File: config.mk
export PLATFORM = sky130hd
export DESIGN_NAME = complex_mult_axis
export DESIGN_NICKNAME = d
export VERILOG_FILES = /design/src/rtl/axis_pkg.sv /design/src/rtl/pipe_ctrl.sv /design/src/rtl/complex_mult_axis.sv
export SDC_FILE = /design/constraint.sdc
export NUM_CORES = 2
export LEC_CHECK = 0
export ABC_AREA = 0
export CORE_MARGIN = 2
export CORE_UTILIZATION = 48
export CTS_CLUSTER_DIAMETER = 120
export DETAILED_ROUTE_END_ITERATION = 7
export PLACE_DENSITY = 0.73
export SETUP_SLACK_MARGIN = 0.3
export SYNTH_ARGS = -nofsm -noshare
export SYNTH_HDL_FRONTEND = slang
export SYNTH_SLANG_ARGS = --single-unit
File: constraint.sdc
create_clock -name clk -period 12.6 [get_ports clk]
set_clock_uncertainty 0.1 [all_clocks]
set_input_delay 1.26 -clock clk [delete_from_list [all_inputs] [get_ports clk]]
set_output_delay 1.26 -clock clk [all_outputs]
set_load 0.01 [all_outputs]
File: src/rtl/axis_pkg.sv
// Shared types and the rounding/saturation helper for the complex multiplier.
// Widths are carried at a fixed accumulator width; callers pass the real shift/output width.
package axis_pkg;

    localparam int ACC_W = 64;

    typedef logic signed [ACC_W-1:0] acc_t;

    typedef struct packed {
        acc_t re;
        acc_t im;
    } cplx_t;

    typedef struct packed {
        logic ovf;
        acc_t val;
    } sat_t;

    // Round half up (when shift > 0), arithmetic shift, then clamp to out_w signed range.
    function automatic sat_t round_sat(input acc_t x, input int unsigned shift,
                                       input int unsigned out_w);
        acc_t r;
        acc_t maxv;
        acc_t minv;
        sat_t s;
        r = x;
        if (shift > 0) r = x + (acc_t'(1) <<< (shift - 1));
        r = r >>> shift;
        maxv = (acc_t'(1) <<< (out_w - 1)) - acc_t'(1);
        minv = ~maxv;
        s.ovf = (r > maxv) || (r < minv);
        s.val = (r > maxv) ? maxv : ((r < minv) ? minv : r);
        return s;
    endfunction

endpackage

File: src/rtl/pipe_ctrl.sv
// Per-stage valid bits and load enables for an elastic pipeline of PIPE_NUM stages.
// A stage loads when it is empty or the stage after it advances, so bubbles collapse.
module pipe_ctrl #(
    parameter int PIPE_NUM = 4
) (
    input  logic                clk,
    input  logic                rst,
    input  logic                s_valid,
    output logic                s_ready,
    input  logic                m_ready,
    output logic                m_valid,
    output logic [PIPE_NUM-1:0] en
);

    logic [PIPE_NUM-1:0] vld_d, vld_q;
    logic                blocked;

    always_comb begin
        en      = '0;
        vld_d   = vld_q;
        blocked = 1'b0;
        // Stage i is stuck only if it and every stage downstream are full and output stalls.
        for (int i = 0; i < PIPE_NUM; i++) begin
            blocked = !m_ready;
            for (int j = i; j < PIPE_NUM; j++) blocked = blocked && vld_q[j];
            en[i] = !blocked;
        end
        if (en[0]) vld_d[0] = s_valid;
        for (int i = 1; i < PIPE_NUM; i++) begin
            if (en[i]) vld_d[i] = vld_q[i-1];
        end
    end

    always_ff @(posedge clk) begin
        if (rst) vld_q <= '0;
        else     vld_q <= vld_d;
    end

    assign s_ready = en[0] && !rst;
    assign m_valid = vld_q[PIPE_NUM-1];

endmodule

File: src/rtl/complex_mult_axis.sv
// Streaming complex multiplier (a*b or a*conj(b)) with rounding, saturation and backpressure.
// Stage 0 holds the four partial products, stage 1 the rounded result, later stages delay it.
module complex_mult_axis
    import axis_pkg::*;
#(
    parameter int DATA_W   = 16,
    parameter int COEF_W   = 16,
    parameter int OUT_W    = 16,
    parameter int SHIFT    = 15,
    parameter int PIPE_NUM = 4
) (
    input  logic                clk,
    input  logic                rst,
    input  logic                s_valid,
    output logic                s_ready,
    input  logic [2*DATA_W-1:0] s_a,
    input  logic [2*COEF_W-1:0] s_b,
    input  logic                s_conj,
    input  logic                s_last,
    output logic                m_valid,
    input  logic                m_ready,
    output logic [2*OUT_W-1:0]  m_z,
    output logic                m_last,
    output logic                m_ovf
);

    localparam int PW = DATA_W + COEF_W;
    localparam int SW = PW + 1;

    typedef struct packed {
        logic signed [PW-1:0] rr;
        logic signed [PW-1:0] ii;
        logic signed [PW-1:0] ri;
        logic signed [PW-1:0] ir;
        logic                 conj;
        logic                 last;
    } prod_t;

    typedef struct packed {
        logic [2*OUT_W-1:0] z;
        logic               ovf;
        logic               last;
    } res_t;

    logic [PIPE_NUM-1:0] en;

    pipe_ctrl #(.PIPE_NUM(PIPE_NUM)) u_ctrl (
        .clk     (clk),
        .rst     (rst),
        .s_valid (s_valid),
        .s_ready (s_ready),
        .m_ready (m_ready),
        .m_valid (m_valid),
        .en      (en)
    );

    logic signed [DATA_W-1:0] a_re, a_im;
    logic signed [COEF_W-1:0] b_re, b_im;

    assign a_re = s_a[DATA_W-1:0];
    assign a_im = s_a[2*DATA_W-1:DATA_W];
    assign b_re = s_b[COEF_W-1:0];
    assign b_im = s_b[2*COEF_W-1:COEF_W];

    prod_t                 prod_d, prod_q;
    res_t [PIPE_NUM-1:1]   res_d, res_q;
    logic signed [SW-1:0]  sum_re, sum_im;
    cplx_t                 acc;
    sat_t                  sat_re, sat_im;

    always_comb begin
        prod_d = prod_q;
        if (en[0]) begin
            prod_d.rr   = PW'(a_re) * PW'(b_re);
            prod_d.ii   = PW'(a_im) * PW'(b_im);
            prod_d.ri   = PW'(a_re) * PW'(b_im);
            prod_d.ir   = PW'(a_im) * PW'(b_re);
            prod_d.conj = s_conj;
            prod_d.last = s_last;
        end
    end

    always_comb begin
        // One guard bit over the product width keeps the sum exact.
        if (prod_q.conj) begin
            sum_re = SW'($signed(prod_q.rr)) + SW'($signed(prod_q.ii));
            sum_im = SW'($signed(prod_q.ir)) - SW'($signed(prod_q.ri));
        end else begin
            sum_re = SW'($signed(prod_q.rr)) - SW'($signed(prod_q.ii));
            sum_im = SW'($signed(prod_q.ri)) + SW'($signed(prod_q.ir));
        end
        acc.re = ACC_W'(sum_re);
        acc.im = ACC_W'(sum_im);
        sat_re = round_sat(acc.re, SHIFT, OUT_W);
        sat_im = round_sat(acc.im, SHIFT, OUT_W);

        res_d = res_q;
        if (en[1]) begin
            res_d[1].z    = {sat_im.val[OUT_W-1:0], sat_re.val[OUT_W-1:0]};
            res_d[1].ovf  = sat_re.ovf || sat_im.ovf;
            res_d[1].last = prod_q.last;
        end
        for (int i = 2; i < PIPE_NUM; i++) begin
            if (en[i]) res_d[i] = res_q[i-1];
        end
    end

    always_ff @(posedge clk) begin
        if (rst) begin
            prod_q <= '0;
            res_q  <= '0;
        end else begin
            prod_q <= prod_d;
            res_q  <= res_d;
        end
    end

    assign m_z    = res_q[PIPE_NUM-1].z;
    assign m_ovf  = res_q[PIPE_NUM-1].ovf;
    assign m_last = res_q[PIPE_NUM-1].last;

endmodule

-- After elaboration in Yosys (flattened, before gate mapping)
Cells that the tools add are included.
- $add $sub $neg: 6
- multipliers: 4
- magnitude comparators: 4
- mux-type cells: 6
- reduce and logical (&&, ||, !) cells: 17
- operators by type and width (cell ; count):
    $mul 16x16->32 ; 4
    $add 33x16->34 const B ; 2
    $add 32x32->33 ; 2
    $mux 33 ; 2
    $sub 32x32->33 ; 2
    $mux 16 ; 4
    $gt 19x16->1 const B ; 2
    $lt 19x16->1 const B ; 2
    $logic_and 1x1->1 ; 11
    $logic_not 1->1 ; 3
    $logic_or 1x1->1 ; 3
- register bits after elaboration: 236
- input port bits: 70
- output and inout port bits: 36
- word-level logic and storage cells: 56

-- Longest topological paths before layout
- depth after elaboration: 7
- gate-level depth with buffers: 27

-- Cells and area by module
Synthesis repeated with hierarchy kept, for this count alone.
- cells, all modules: 5981
- area, all modules: 53030.9 sq um
- modules (own cells, without submodules) (module ; times used ; cells each ; area an instance (sq um) ; seq. area each (sq um)):
    complex_mult_axis ; 1 ; 5963 ; 52856.9 ; 4644.5
    pipe_ctrl ; 1 ; 18 ; 173.9 ; 80.1

-- Worst setup path before layout
No wires, ideal clock.
- kind: in2reg
- start point: input port s_b[1]
- end point: register prod_q[127] (netlist name)
- library setup time: 117 ps
- data arrival time: 7144 ps
- data required time: 12383 ps
- setup slack: 5239 ps
- stages: 26
- cells stage by stage: clkbuf_1 -> nand2_1 -> fa_1 -> inv_1 -> fa_1 -> inv_1 -> fa_1 -> fa_1 -> inv_1 -> fa_1 -> inv_1 -> fa_1 -> inv_1 -> ha_1 -> a21oi_1 -> inv_1 -> a21oi_1 -> o31ai_1 -> a211oi_1 -> o21ai_0 -> a41oi_1 -> o211ai_1 -> a31oi_1 -> o21ba_2 -> xnor2_1 -> a22o_1
- longest elaborated chain between the ends: 1
- ends and longest elaborated chain (element ; line ; RTL):
    from (decl) ; complex_mult_axis.sv:17 ; input logic [2*COEF_W-1:0] s_b,
    $mul 16x16->32 ; complex_mult_axis.sv:74 ; prod_d.rr = PW'(a_re) * PW'(b_re);
    to (signal assigned) ; complex_mult_axis.sv:113 ; prod_q <= prod_d;
    to (decl) ; complex_mult_axis.sv:65 ; prod_t prod_d, prod_q;
Every way passes these cells.
A chain may end at the register's enable or synchronous reset.

-- Worst setup path after layout
- start point: input port s_b[15]
- end point: register prod_q[128] (netlist name)
Same word-level chain as after synthesis.

==> impl_metrics.json <==
{
  "drt.antenna.violating_nets": 0,
  "place_ws_ns": 3.806,
  "syn_avg_cell_area_um2": 8.591,
  "status": "complete, no violations",
  "synth_nets": 7642,
  "initial_core_util_pct": 48.37,
  "clk-insertion-delay-late_ns": 0.60,
  "synth_seq_cells": 236,
  "port_buffers": 105,
  "setup_tns_ns": 0,
  "setup-violations-final": 0,
  "die_w_um": 335.2,
  "area_growth_syn_to_layout_pct": 5.717,
  "routed_wl_mm": 139.4,
  "synth_flop_cell": "dfxtp_1",
  "fin_ws_ns": 4.298,
  "cts_root_buffer": "clkbuf_16",
  "async_flop_share_pct": 0,
  "clockBufferDepth": 3,
  "tightest_slew_ns": 1.253,
  "fp-row-count": 121,
  "place_congestion": 0.9641,
  "seq_area_frac_synth_pct": 8.972,
  "whs_path_depth": 2,
  "worst-setup-path-type": "input pin to flip-flop",
  "min_period_ns": 8.302,
  "cp.arrival_ns": 8.70,
  "drt_iter0_drc": 2928,
  "antenna_found_initial": 9,
  "drive_gt1_share_pct": 2.852,
  "clk_pin_slew_ns": 0.06,
  "timing.fmax_mhz": 120.5,
  "finalCritPeriodShare_pct": 65.89,
  "grt-ovfl-total": 0,
  "post_drt_wl_per_cell_um": 18.72,
  "core-area_mm2": 0.1089,
  "hold_path_class": "flip-flop to flip-flop",
  "firstDrtPassIters": 6,
  "cts.repair.resized": 0,
  "synth_edf_count": 0,
  "cts_tree": "built",
  "h-tree-depth": 1,
  "cts_sinks": 236,
  "place_hpwl_mm": 109.5,
  "num_vias": 40750,
  "post_cts_buffers": 0,
  "crit_path_start_kind": "input pin",
  "crit_required_ns": 13.00,
  "nets": 7522,
  "finalHoldViolCount": 0,
  "nFillCells": 10040,
  "grt_max_degree": 108,
  "drv_cap": 0,
  "maxSlewHeadroom_pct": 16.47,
  "r2r_cells": 20,
  "worstSetupEndpointType": "flip-flop",
  "syn_inst": 6129,
  "cts_hold_buf": 0,
  "syn_area_mm2": 0.05266,
  "die_h_um": 335.2,
  "dieArea_mm2": 0.1124,
  "cts-buffers-inserted": 28,
  "synth_warnings": 0,
  "maxSlewViolCount": 0,
  "crit_path_max_fanout": 16,
  "synthDistinctLibCells": 88,
  "grt_pass1_wl_mm": 228.0,
  "ios": 106,
  "drc": 0,
  "rsz0062_at_grt": "no",
  "grt_pass1_vias": 42850,
  "drt-vias-per-instance": 5.472,
  "grtUsageTotal_pct": 25.32
}
==> layout by cell type (no fill, tap or decap), drive strengths merged, types with 76 or more instances in the layout <==
cell and n:
nand2b 80, and2 412, buf 76, o21ai 79, a21o 82, clkdlybuf4s50 99
ha 395, nand2 1007, xor2 79, xnor2 164, nor2 169, dfxtp 236
inv 1186, fa 1048, a21oi 338
==> Yosys cell counts (all sizes together) (79+ instances only) <==
| master | number | share of area (%) |
|---|---|---|
| and2 | 412 | 4.9 |
| nand2 | 1007 | 7.2 |
| o21ai | 79 | 0.75 |
| inv | 1182 | 8.4 |
| nor2 | 169 | 1.2 |
| fa | 1048 | 40 |
| nand2b | 80 | 0.95 |
| dfxtp | 236 | 9.0 |
| clkbuf | 285 | 2.0 |
| a21o | 82 | 1.2 |
| ha | 395 | 9.4 |
| xnor2 | 164 | 2.7 |
| xor2 | 79 | 1.3 |
| a21oi | 338 | 3.2 |
==> critical path, cell delays in order <==
cell and delay (ns):
clkdlybuf4s50_1 0.93, buf_4 0.46, inv_1 0.64, nor2_1 0.13
fa_1 0.53, inv_1 0.06, fa_1 0.49, fa_1 0.44
fa_1 0.51, fa_1 0.44, fa_1 0.49, inv_1 0.05
ha_1 0.37, a21o_1 0.19, a21o_1 0.16, a21o_1 0.17
a21oi_1 0.18, o31ai_1 0.10, a21oi_1 0.28, o21ai_0 0.20
a31oi_1 0.23, xor2_1 0.09, a211oi_1 0.26
==> cells by family (layout without fill, tap and decap cells) <==
| logic type | count (synthesis) | after routing | share of synthesized area [%] |
|---|---|---|---|
| xor+xnor | 243 | 243 | 4.042 |
| compound gates | 756 | 756 | 9.132 |
| fa+ha+maj | 1443 | 1443 | 49.23 |
| buf+inv | 1508 | 1410 | 11.01 |
| other cells | 0 | 2 | 0 |
| mux | 11 | 11 | 0.2186 |
| simple gates | 1932 | 1932 | 17.40 |
| flops | 236 | 236 | 8.972 |
==> cell type report <==
cell class                      count  area (um2)  share of cell area (%)
Tap cell                         1414        1769                   3.178
Inverter                         1182        4437                   7.970
Multi-Input combinational cell   4385       42150                   75.71
Clock inverter                     13       198.9                  0.3574
Sequential cell                   236        4726                   8.489
Clock buffer                       39       822.0                   1.477
Antenna cell                        2       5.005                0.008991
Timing Repair Buffer              176        1563                   2.807
==> per-stage QoR <==
stage               hold slack [ns]  util (%)  instances  cell area, um2
floorplan                    0.3321         -       6129           52660
global placement             0.3393     50.20       7393           54640
detailed placement           0.3443     50.20       7393           54640
CTS                          0.3534     51.14       7445           55660
global route                 0.3644     51.14       7447           55670
finish                       0.3493     51.14       7447           55670
==> final timing paths <==
check	from	to	slack (ns)
worst max-delay path	s_b[15]	prod_q[128]	4.30
worst min-delay path	m_z[8]	m_z[8]	0.35
worst max register to register	prod_q[68]	res_q[15]	5.68
worst min register to register	m_z[8]	m_z[8]	0.35
==> routing by layer <==
layer / vias to the layer above / GRT usage, % / share of wire (%)
li1: 18490 / - / -
met1: 20360 / 34.16 / 42
met2: 1589 / 40.92 / 45
met3: 298 / 4.343 / 8.4
met4: 6 / 9.322 / 4.2
met5: - / 0 / 0.048
==> state kept, by name, indices dropped and copies added (netlist names) <==
register,cells
m_z,32
prod_q,130
m_last,1
u_ctrl.vld_q,4
res_q,68
m_ovf,1
Power is left out: the tool's default activity adds up to more than one toggle a clock period on the data nets, which glitch-free logic cannot reach.
